### config.mk
export PLATFORM = sky130hd
export DESIGN_NAME = writeback_commit
export DESIGN_NICKNAME = d
export VERILOG_FILES = /design/src/rtl/writeback_commit.sv
export SDC_FILE = /design/constraint.sdc
export NUM_CORES = 1
export LEC_CHECK = 0
export CORE_MARGIN = 5
export CORE_UTILIZATION = 40
export CTS_CLUSTER_SIZE = 40
export DETAILED_ROUTE_END_ITERATION = 10
export PLACE_DENSITY = 0.83
export SYNTH_ARGS = -nofsm -noshare
export SYNTH_HDL_FRONTEND = slang
export SYNTH_SLANG_ARGS = --single-unit
### constraint.sdc
create_clock -name clk -period 2.31 [get_ports clk]
set_input_delay 0.5775 -clock clk [delete_from_list [all_inputs] [get_ports clk]]
set_output_delay 0.5775 -clock clk [all_outputs]
set_load 0.02 [all_outputs]
### src/rtl/writeback_commit.sv
`default_nettype none
// writeback_commit: commit stage after execute. Retires results to GPR/FPR, drives the forwarding
// bus and the architectural PC, and stalls upstream across load latency and UART waits.
module writeback_commit #(
    parameter logic [31:0] RESET_PC     = 32'h0000_0000,
    parameter int          LOAD_LATENCY = 1,
    parameter int          CNT_WIDTH    = 32
) (
    input  logic                 clk,
    input  logic                 rstn,
    input  logic                 start,
    input  logic [31:0]          d,
    input  logic [31:0]          npc,
    input  logic [1:0]           rw,
    input  logic [4:0]           rd,
    input  logic                 is_load,
    input  logic                 uart_state,
    output logic                 busy,
    output logic                 done,
    output logic [31:0]          pc,
    output logic                 wb_we_gpr,
    output logic                 wb_we_fpr,
    output logic [4:0]           wb_addr,
    output logic [31:0]          wb_data,
    output logic [31:0]          ew_d,
    output logic [1:0]           ew_rw,
    output logic [4:0]           ew_rd,
    output logic [CNT_WIDTH-1:0] retired,
    output logic [CNT_WIDTH-1:0] stall_cycles
);

    typedef enum logic [1:0] {
        IDLE      = 2'd0,
        LOAD_WAIT = 2'd1,
        UART_WAIT = 2'd2
    } state_t;

    localparam logic [2:0] LOAD_CNT_INIT = 3'(LOAD_LATENCY);

    state_t     state;
    state_t     state_next;
    logic [2:0] wait_cnt;
    logic [2:0] wait_cnt_next;
    logic       commit;
    logic [1:0] fwd_rw;

    always_ff @(posedge clk or negedge rstn) begin
        if (!rstn) begin
            state    <= IDLE;
            wait_cnt <= 3'd0;
        end else begin
            state    <= state_next;
            wait_cnt <= wait_cnt_next;
        end
    end

    // start is only honoured in IDLE; a UART op outranks the load flag.
    always_comb begin
        state_next    = state;
        wait_cnt_next = wait_cnt;
        commit        = 1'b0;
        case (state)
            IDLE: begin
                if (start) begin
                    if (uart_state) begin
                        state_next = UART_WAIT;
                    end else if (is_load) begin
                        state_next    = LOAD_WAIT;
                        wait_cnt_next = LOAD_CNT_INIT;
                    end else begin
                        commit = 1'b1;
                    end
                end
            end
            LOAD_WAIT: begin
                wait_cnt_next = wait_cnt - 3'd1;
                if (wait_cnt == 3'd1) begin
                    commit     = 1'b1;
                    state_next = IDLE;
                end
            end
            UART_WAIT: begin
                if (!uart_state) begin
                    commit     = 1'b1;
                    state_next = IDLE;
                end
            end
            default: state_next = IDLE;
        endcase
    end

    // Writes to GPR r0 and the reserved file code are not forwarded.
    always_comb begin
        fwd_rw = rw;
        if (rw == 2'b11 || (rw == 2'b01 && rd == 5'd0)) begin
            fwd_rw = 2'b00;
        end
    end

    always_ff @(posedge clk or negedge rstn) begin
        if (!rstn) begin
            busy         <= 1'b0;
            done         <= 1'b0;
            pc           <= RESET_PC;
            wb_we_gpr    <= 1'b0;
            wb_we_fpr    <= 1'b0;
            wb_addr      <= 5'd0;
            wb_data      <= 32'd0;
            ew_d         <= 32'd0;
            ew_rw        <= 2'b00;
            ew_rd        <= 5'd0;
            retired      <= '0;
            stall_cycles <= '0;
        end else begin
            busy      <= (state_next != IDLE);
            done      <= commit;
            wb_we_gpr <= commit && (rw == 2'b01) && (rd != 5'd0);
            wb_we_fpr <= commit && (rw == 2'b10);
            if (commit) begin
                pc      <= npc;
                wb_addr <= rd;
                wb_data <= d;
                ew_d    <= d;
                ew_rd   <= rd;
                ew_rw   <= fwd_rw;
                retired <= retired + CNT_WIDTH'(1);
            end
            if (state != IDLE) begin
                stall_cycles <= stall_cycles + CNT_WIDTH'(1);
            end
        end
    end

endmodule
`default_nettype wire

==> results by group, run 1 <==
Clock tree
  – Clk_lat worst skew: 0.41 ns
  – Root Buffer: clkbuf_16
  – Num CTS Buffers: 17
  – CTS clk-pin slew, worst paths: 0.06 ns
  – Setup Buffers After CTS: 0
  – Post-CTS sizing: 0
  – Hold Buf Count CTS: 0
  – Total clock sinks: ~140
  – CTS tree: yes
  – Max Root-Sink Buffers: 2
  – H-tree levels: 4

Detailed routing
  – DR vias: about 5000
  – Routed Antenna Nets: 0
  – # DRC: 0
  – Iteration-0 DRC Markers: slightly below 300
  – First-pass DRT Iterations: 4
  – Routed WL: 16300 um
  – Routed len/inst: about 15 um
  – DR vias/cell: 4.65

Global route
  – Total gr overflow: 0
  – Number of global-route vias before repair: 5024
  – Initial antenna violation count: 0
  – Largest net degree at the start of global routing: 51
  – Gr usage total: roughly 18%
  – First-pass GRT wire length: 26100 um

Cells and area
  – Nets: 934
  – Area growth, synth to finish: 49.9%
  – Filler cells: 1239
  – # diodes: 0
  – Final Cell Area: 9380 um^2
  – Layout cell share with drive strength beyond 1: 7.51%
  – Final Non-Filler Cells: 1076

Timing
  – TNS Setup: 0 ns
  – Final slew viol count: 0
  – RSZ-0062 raised after global routing: false
  – Worst-Margin Slew: 0.513 ns
  – Setup violations, final: 0
  – Clock Skew: 0.00573 ns
  – Max-slew headroom: between 60% and 70%
  – Min Tclk post-route: 2.11 ns
  – Final period utilization: 91.3%
  – Final hold vios: 0
  – Fmax: 474 MHz

Critical path
  – Largest stage delay, worst path: 0.66 ns
  – CP Cell Sequence: clkdlybuf4s50_1
  – CP Buf/Inv Count: 1
  – Max FO, Critical Path: 6
  – Worst Path Required: 1.73 ns
  – Setup CP Type: flip-flop to output pin
  – Worst path slowest cell: clkdlybuf4s50_1
  – Crit path DAT: 1.53 ns
  – Crit path launch type: flip-flop
  – Critical Path End Type: output pin
  – CP delay by family, top: buffers and inverters

Synthesis
  – Async set-or-reset flop fraction in the synthesized netlist: 100%
  – Flops & latches, synth: between 100 and 150
  – Most frequent cells after synthesis: nand2_1, dfrtp_1, xnor2_1
  – Post-synth top area share: 57.6%
  – Adder-cell share of the synthesized area: 0.800%
  – Top_reg_cell synth: dfrtp_1
  – Synth Net Count: 702
  – Syn Inst Count: between 600 and 700
  – Largest family of logic cells by synthesized area: simple AND/OR/NAND/NOR gates
  – Post-synthesis xor/xnor area fraction: 8.80%
  – Top post-synthesis cells by area: dfrtp_1, nand2_1, xnor2_1
  – Mapped cell area: around 6300 um^2
  – Fraction of synthesized area in multiplexers: 0.340%
  – Number of synthesized flops with an enable pin: 0
  – Avg Cell Area, Syn: 10.1 um^2
  – Post-synthesis simple-gate area fraction: 23.2%
  – Sequential fraction of the synthesis area: a little under three fifths
  – Synth area leader: dfrtp_1
  – Synth cell types: 41
  – Compound-Gate Fraction of Synth Area: 2.22%
  – Synth warnings: 0
  – Most numerous cell in the Yosys netlist: nand2_1

Floorplan
  – Die width: 135 um
  – Die area: 18200 um^2
  – Core Region: ~15000 um^2
  – Initial Util: ~41%
  – Io pins: 252
  – Floorplan row count: 45
  – Die Ht: 135 um

Hold path
  – Worst min path class: input port to asynchronous set/reset pin

Placement
  – Detailed placer's ending HPWL: 12400 um
  – RePlAce Congestion: 0.815
  – Placement-stage cell area: 8810 um^2
  – PortBufs: 251
  – Inst Count DP: 1046

Power
  – Leakage Power: 4.27 nW
  – Max VDD drop: 0.653 mV
  – Power density cells: 1220 nW/um^2

Run status
  – Status: finished clean

Run
  – Max_cap viols: 0
==> cell type report <==
type                    count  area (um^2)  area share [%]
flip-flops and latches    144         3600            38.4
repair buffers            271         2710            28.9
multi-input cells         415         2210            23.6
clock buffers              19          453            4.83
well taps                 211          264            2.81
clock inverters            11          116            1.24
inverters                   5         18.8           0.200
==> cell usage in the layout, fill, tap and decap left out, types with 2 or more instances in the layout <==
cell type	n
xnor2_1	46
clkbuf_8	2
a21oi_1	4
buf_12	4
bufinv_16	2
and4_1	6
clkdlybuf4s50_1	250
xor2_1	15
nor3_1	4
nand3_1	29
a21o_1	2
or2_2	2
inv_1	4
ha_1	4
and3_1	13
nand2_1	237
clkinv_2	5
clkinvlp_4	3
nor2_1	12
clkbuf_16	17
o211a_1	2
nand4_1	10
nor4_2	2
and2_1	3
dfrtp_1	144
o21ai_0	4
nand2b_1	2
nor4_1	2
buf_4	16
==> power breakdown <==
group	switching [W]	total [W]	leakage, nW	internal [W]
Combinational	0.00260	0.00495	2.16	0.00234
Clock	0.00101	0.00264	0.276	0.00162
Sequential	0.000612	0.00390	1.83	0.00329
==> per-stage QoR <==
step	utilization, %	power, W	hold WS, ns	setup WS [ns]
2_1_floorplan	-	0.00664	0.282	0.436
3_3_place_gp	57.8	0.00886	0.448	0.0535
3_5_place_dp	57.8	0.00896	0.456	0.00640
4_1_cts	61.5	0.0116	0.114	0.189
5_1_grt	61.5	0.0121	0.141	0.138
6_report	61.5	0.0115	0.108	0.202
==> registers in the layout, indices dropped and copies added, names as in the netlist <==
signal and cells:
done 1, ew_rw 2, ew_d 32, wait_cnt 3, ew_rd 5, retired 32
stall_cycles 32, state 2, wb_we_fpr 1, pc 32, busy 1, wb_we_gpr 1
==> routing by layer <==
layer,GRT usage [%],share of wire (%),vias up
met5,0,0,-
met4,6.72,1.9,0
met3,4.32,6.4,26
met2,30.6,52,160
met1,22.3,40,2396
li1,-,-,2417
==> worst paths after layout <==
check                                              from                      endpoint  slack (ns)  cells past startpoint
worst max-delay path             retired[6]$_DFFE_PN0P_                    retired[6]        0.20                      1
max in group asynchronous                          rstn          ew_d[25]$_DFFE_PN0P_        1.57                      2
worst min register to register       pc[17]$_DFFE_PN0P_            pc[17]$_DFFE_PN0P_        0.46                      2
worst max register to register  wait_cnt[0]$_DFFE_PN0P_            pc[28]$_DFFE_PN0P_        0.33                      8
min in group clk                     pc[17]$_DFFE_PN0P_            pc[17]$_DFFE_PN0P_        0.46                      2
worst min-delay path                               rstn  stall_cycles[21]$_DFFE_PN0N_        0.11                      1
==> kinds of logic (layout without fill, tap and decap cells) <==
family	Yosys count	after routing
flip-flops	144	144
multiplexers	2	2
buffers and inverters	63	306
adder cells (fa/ha/maj)	4	4
XOR/XNOR	62	62
AND/OR/NAND/NOR	330	330
AO/OA/AOI/OAI	17	17
Note: power is estimated with default switching activity, not from simulation.
==> run 2, diff against run 1 <==
==> constraint.sdc (replaced) <==
create_clock -name clk -period 2.2 [get_ports clk]
set_input_delay 0.55 -clock clk [delete_from_list [all_inputs] [get_ports clk]]
set_output_delay 0.55 -clock clk [all_outputs]
set_load 0.02 [all_outputs]
==> results by group, run 2 (synthesis results as in run 1) <==
Run status
  – Status: finished clean

Critical path
  – Reg2Reg Launch Point: wait_cnt[0]$_DFFE_PN0P_
  – R2R cell count: 8
  – Worst Path Required: 1.65 ns
  – Setup CP Type: flip-flop to output pin
  – Max FO, Critical Path: 6
  – Crit path launch type: flip-flop
  – CP Cell Sequence: clkdlybuf4s50_1
  – Register-to-register setup slack: 0.29 ns
  – Largest stage delay, worst path: about 0.67 ns
  – CP Launch Point: stall_cycles[5]$_DFFE_PN0N_
  – Worst reg2reg endpoint: pc[10]$_DFFE_PN0P_
  – Crit path DAT: between 1.5 and 2 ns
  – CP Buf/Inv Count: 1
  – CP delay by family, top: buffers and inverters
  – Worst path slowest cell: clkdlybuf4s50_1
  – Critical Path End Type: output pin

Floorplan
  – Die Ht: roughly 140 um
  – Die width: about 140 um
  – Io pins: 252
  – Die area: 18200 um^2
  – Floorplan row count: 45
  – Core Region: 15300 um^2
  – Initial Util: 41.0%

Clock tree
  – Clk_lat worst skew: 0.41 ns
  – Total clock sinks: 144
  – Num CTS Buffers: 17
  – Post-CTS sizing: 0
  – CTS tree: yes
  – Max Root-Sink Buffers: 2
  – Hold Buf Count CTS: 0
  – H-tree levels: 4
  – Setup Buffers After CTS: 0
  – CTS clk-pin slew, worst paths: 0.06 ns
  – Root Buffer: clkbuf_16

Placement
  – RePlAce Congestion: 0.823
  – PortBufs: between 200 and 300
  – Detailed placer's ending HPWL: 12700 um
  – Worst slack, placed: -0.0456 ns

Hold path
  – Worst min path class: input port to asynchronous set/reset pin

Timing
  – Setup violations, final: 0
  – Final hold vios: 0
  – Max-slew headroom: 66.2%
  – Worst-Margin Slew: roughly 0.51 ns
  – Final slew viol count: 0
  – Final period utilization: 94.5%
  – Fmax: 481 MHz
  – RSZ-0062 raised after global routing: false
  – Fin worst setup slack: 0.120 ns
  – Min Tclk post-route: 2.08 ns
  – TNS Setup: 0 ns
  – Clock Skew: 0.00564 ns

Power
  – Power density cells: 1280 nW/um^2
  – Overall power: around 0.012 W
  – Leakage Power: 4.28 nW
  – Max VDD drop: 0.664 mV

Detailed routing
  – DR vias/cell: 4.64
  – Routed Antenna Nets: 0
  – Routed WL: 16500 um
  – Routed len/inst: 15.3 um
  – Iteration-0 DRC Markers: roughly 260
  – First-pass DRT Iterations: 4
  – DR vias: roughly 5000
  – # DRC: 0

Global route
  – Number of global-route vias before repair: 4865
  – Largest net degree at the start of global routing: just under 50
  – First-pass GRT wire length: 25400 um
  – Gr usage total: 17.6%
  – Initial antenna violation count: 0
  – Total gr overflow: 0

Run
  – Max_cap viols: 0

Cells and area
  – Final Core Density: 61.7%
  – # diodes: 0
  – Layout cell share with drive strength beyond 1: just under 8%
  – Most common cell after layout, fill and taps aside: clkdlybuf4s50_1
  – Nets: roughly 940
  – Most frequent cells in the layout: clkdlybuf4s50_1, nand2_1, dfrtp_1
  – Area growth, synth to finish: 50.5%
run 2: metrics by stage:
step,hold WS [ns],area (um^2),cells
6_report,0.0825,9420,1079
5_1_grt,0.109,9420,1079
4_1_cts,0.0908,9420,1079
3_5_place_dp,0.455,8850,1047
3_3_place_gp,0.449,8850,1047
2_1_floorplan,0.254,6260,622
run 2: layout make-up:
type                       count  area (um^2)
fill                        1216         5840
sequential                   144         3600
timing repair buffer         272         2750
multi-input combinational    415         2210
clock buffer                  22          484
tap                          211          264
clock inverter                10         85.1
inverter                       5         18.8
run 2: worst reg2reg max path: stages, from the launching register on:
cell      delay, ns
dfrtp_1        0.41
ha_1           0.21
nand2b_1       0.09
or2_1          0.27
and2_4         0.25
buf_12         0.18
buf_4          0.27
nand2_1        0.08
nand2_1        0.08
run 2: power by group:
group | switching (W) | total [W] | internal [W]
sequential | 0.000648 | 0.00411 | 0.00346
combinational | 0.00277 | 0.00525 | 0.00248
clock | 0.00107 | 0.00273 | 0.00166
total | 0.00449 | 0.0121 | 0.00760
run 2: routing by layer:
| metal | share of wire, % | GRT usage (%) |
|---|---|---|
| met1 | 40 | 20.9 |
| met2 | 52 | 30.0 |
| met5 | 0 | 0 |
| met3 | 6.1 | 5.18 |
| met4 | 2.0 | 6.89 |
run 2: worst max-delay path by stage:
stage | endpoint | slack [ns] | depth (start not counted)
2_1_floorplan | retired[9]$_DFFE_PN0P_ | 0.33 | 9
3_3_place_gp | retired[26]$_DFFE_PN0P_ | -0.05 | 7
3_5_place_dp | retired[26]$_DFFE_PN0P_ | -0.05 | 7
4_1_cts | wb_addr[4] | 0.07 | 1
5_1_grt | stall_cycles[5] | 0.07 | 1
6_report | stall_cycles[5] | 0.12 | 1
==> run 3, diff against run 2 <==
--- a/config.mk
+++ b/config.mk
@@ -5,11 +5,12 @@
 export SDC_FILE = /design/constraint.sdc
 export NUM_CORES = 1
 export LEC_CHECK = 0
-export CORE_MARGIN = 5
+export CORE_MARGIN = 2
 export CORE_UTILIZATION = 40
 export CTS_CLUSTER_SIZE = 40
 export DETAILED_ROUTE_END_ITERATION = 10
 export PLACE_DENSITY = 0.83
+export RECOVER_POWER = 25
 export SYNTH_ARGS = -nofsm -noshare
 export SYNTH_HDL_FRONTEND = slang
 export SYNTH_SLANG_ARGS = --single-unit
==> constraint.sdc (replaced) <==
create_clock -name clk -period 2.2 [get_ports clk]
set_input_delay 0.55 -clock clk [delete_from_list [all_inputs] [get_ports clk]]
set_output_delay 0.55 -clock clk [all_outputs]
set_load 0.01 [all_outputs]
==> results by group, run 3 (synthesis results as in run 1) <==
Run status
  – Status: finished clean

Timing
  – Final hold vios: 0
  – RSZ-0062 raised after global routing: false
  – Max-slew headroom: 54.5%
  – Final slew viol count: 0
  – Setup violations, final: 0
  – Clock Skew: 0.00752 ns
  – Min Tclk post-route: 2.02 ns
  – Worst-Margin Slew: 0.682 ns
  – Final period utilization: about nine tenths
  – Fmax: slightly below 500 MHz

Placement
  – Detailed placer's ending HPWL: 11400 um
  – Placement-stage cell area: 8800 um^2
  – PortBufs: 251
  – Inst Count DP: approximately 1000
  – RePlAce Congestion: 0.816

Critical path
  – Worst Path Required: 2.50 ns
  – Critical Path End Type: flip-flop
  – Worst reg2reg endpoint: retired[26]$_DFFE_PN0P_
  – Register-to-register setup slack: 0.18 ns
  – Setup crit end: retired[26]$_DFFE_PN0P_
  – Setup CP Type: flip-flop to flip-flop
  – Crit path launch type: flip-flop
  – R2R cell count: 7
  – Crit path DAT: 2.31 ns
  – Max FO, Critical Path: 6
  – CP Launch Point: wait_cnt[1]$_DFFE_PN0P_
  – Reg2Reg Launch Point: wait_cnt[1]$_DFFE_PN0P_

Clock tree
  – Post-CTS sizing: 0
  – Total clock sinks: 144
  – CTS tree: yes
  – Max Root-Sink Buffers: 2
  – Setup Buffers After CTS: 0
  – Clk_lat worst skew: 0.42 ns
  – Root Buffer: clkbuf_16
  – Hold Buf Count CTS: 1
  – Num CTS Buffers: 17
  – CTS clk-pin slew, worst paths: 0.06 ns
  – H-tree levels: 4

Cells and area
  – Nets: 931
  – Final Non-Filler Cells: 1074
  – Most frequent cells in the layout: clkdlybuf4s50_1, nand2_1, dfrtp_1
  – Layout cell share with drive strength beyond 1: 6.37%
  – Most common cell after layout, fill and taps aside: clkdlybuf4s50_1
  – # diodes: 0
  – Area growth, synth to finish: 49.4%
  – Final Core Density: between 60% and 70%
  – Final Cell Area: ~9300 um^2

Detailed routing
  – First-pass DRT Iterations: 4
  – # DRC: 0
  – DR vias/cell: 4.68
  – Iteration-0 DRC Markers: 320
  – Routed Antenna Nets: 0
  – Routed WL: 15400 um
  – DR vias: between 5000 and 6000
  – Routed len/inst: between 10 and 15 um

Floorplan
  – Die width: 129 um
  – Die area: ~17000 um^2
  – Initial Util: 41.0%
  – Core Region: 15300 um^2
  – Die Ht: roughly 130 um
  – Floorplan row count: 45
  – Io pins: roughly 250

Run
  – Max_cap viols: 0

Power
  – Leakage Power: 4.25 nW
  – Power density cells: approximately 1200 nW/um^2
  – Max VDD drop: 0.765 mV

Global route
  – First-pass GRT wire length: 24400 um
  – Gr usage total: a little under a fifth
  – Number of global-route vias before repair: 4880
  – Largest net degree at the start of global routing: 77
  – Initial antenna violation count: 0
  – Total gr overflow: 0

Hold path
  – Worst min path class: flip-flop to flip-flop
run 3: per-layer routing:
| metal | part of all wire (%) | wire [um] | global-route usage (%) |
|---|---|---|---|
| met5 | 0 | 0 | 0 |
| met4 | 2.7 | 417 | 8.89 |
| met3 | 4.9 | 749 | 4.79 |
| met2 | 49 | 7610 | 29.8 |
| met1 | 43 | 6650 | 24.5 |
run 3: worst max-delay path, cell delays in order, from the launching register on:
cell and delay, ns:
dfrtp_1 0.38, inv_1 0.08, ha_1 0.14, nand2b_1 0.07, or2_0 0.37, a2111oi_4 0.55, nand3_1 0.15, xnor2_1 0.15
run 3: report_power, final:
group / internal, W / switching [W] / total [W]
clock network: 0.00172 / 0.00101 / 0.00273
logic: 0.00245 / 0.00186 / 0.00431
registers: 0.00346 / 0.000666 / 0.00412
run 3: layout make-up:
cell class,count,area (um^2)
flip-flops and latches,144,3600
clock buffers,25,475
multi-input cells,415,2210
well taps,211,264
clock inverters,6,82.6
inverters,5,18.8
repair buffers,268,2690
fillers,1230,5910
run 3: worst min-delay path by stage:
stage	from	endpoint	slack, ns	depth (start not counted)
6_report	pc[12]$_DFFE_PN0P_	pc[12]$_DFFE_PN0P_	0.46	2
4_1_cts	pc[12]$_DFFE_PN0P_	pc[12]$_DFFE_PN0P_	0.47	2
3_5_place_dp	rstn	stall_cycles[12]$_DFFE_PN0N_	0.37	1
2_1_floorplan	rstn	busy$_DFF_PN0_	0.25	0
5_1_grt	pc[7]$_DFFE_PN0P_	pc[7]$_DFFE_PN0P_	0.49	2
3_3_place_gp	rstn	stall_cycles[12]$_DFFE_PN0N_	0.37	1
run 3: per-stage QoR:
stage          hold slack, ns  total power, W  setup WS (ns)  TNS, ns
2_1_floorplan           0.254         0.00611          0.330        0
5_1_grt                 0.493          0.0118        0.00626        0
3_5_place_dp            0.369         0.00852        -0.0939    -4.48
6_report                0.460          0.0112          0.185        0
4_1_cts                 0.467          0.0113          0.161        0
3_3_place_gp            0.367         0.00839        -0.0488    -2.39
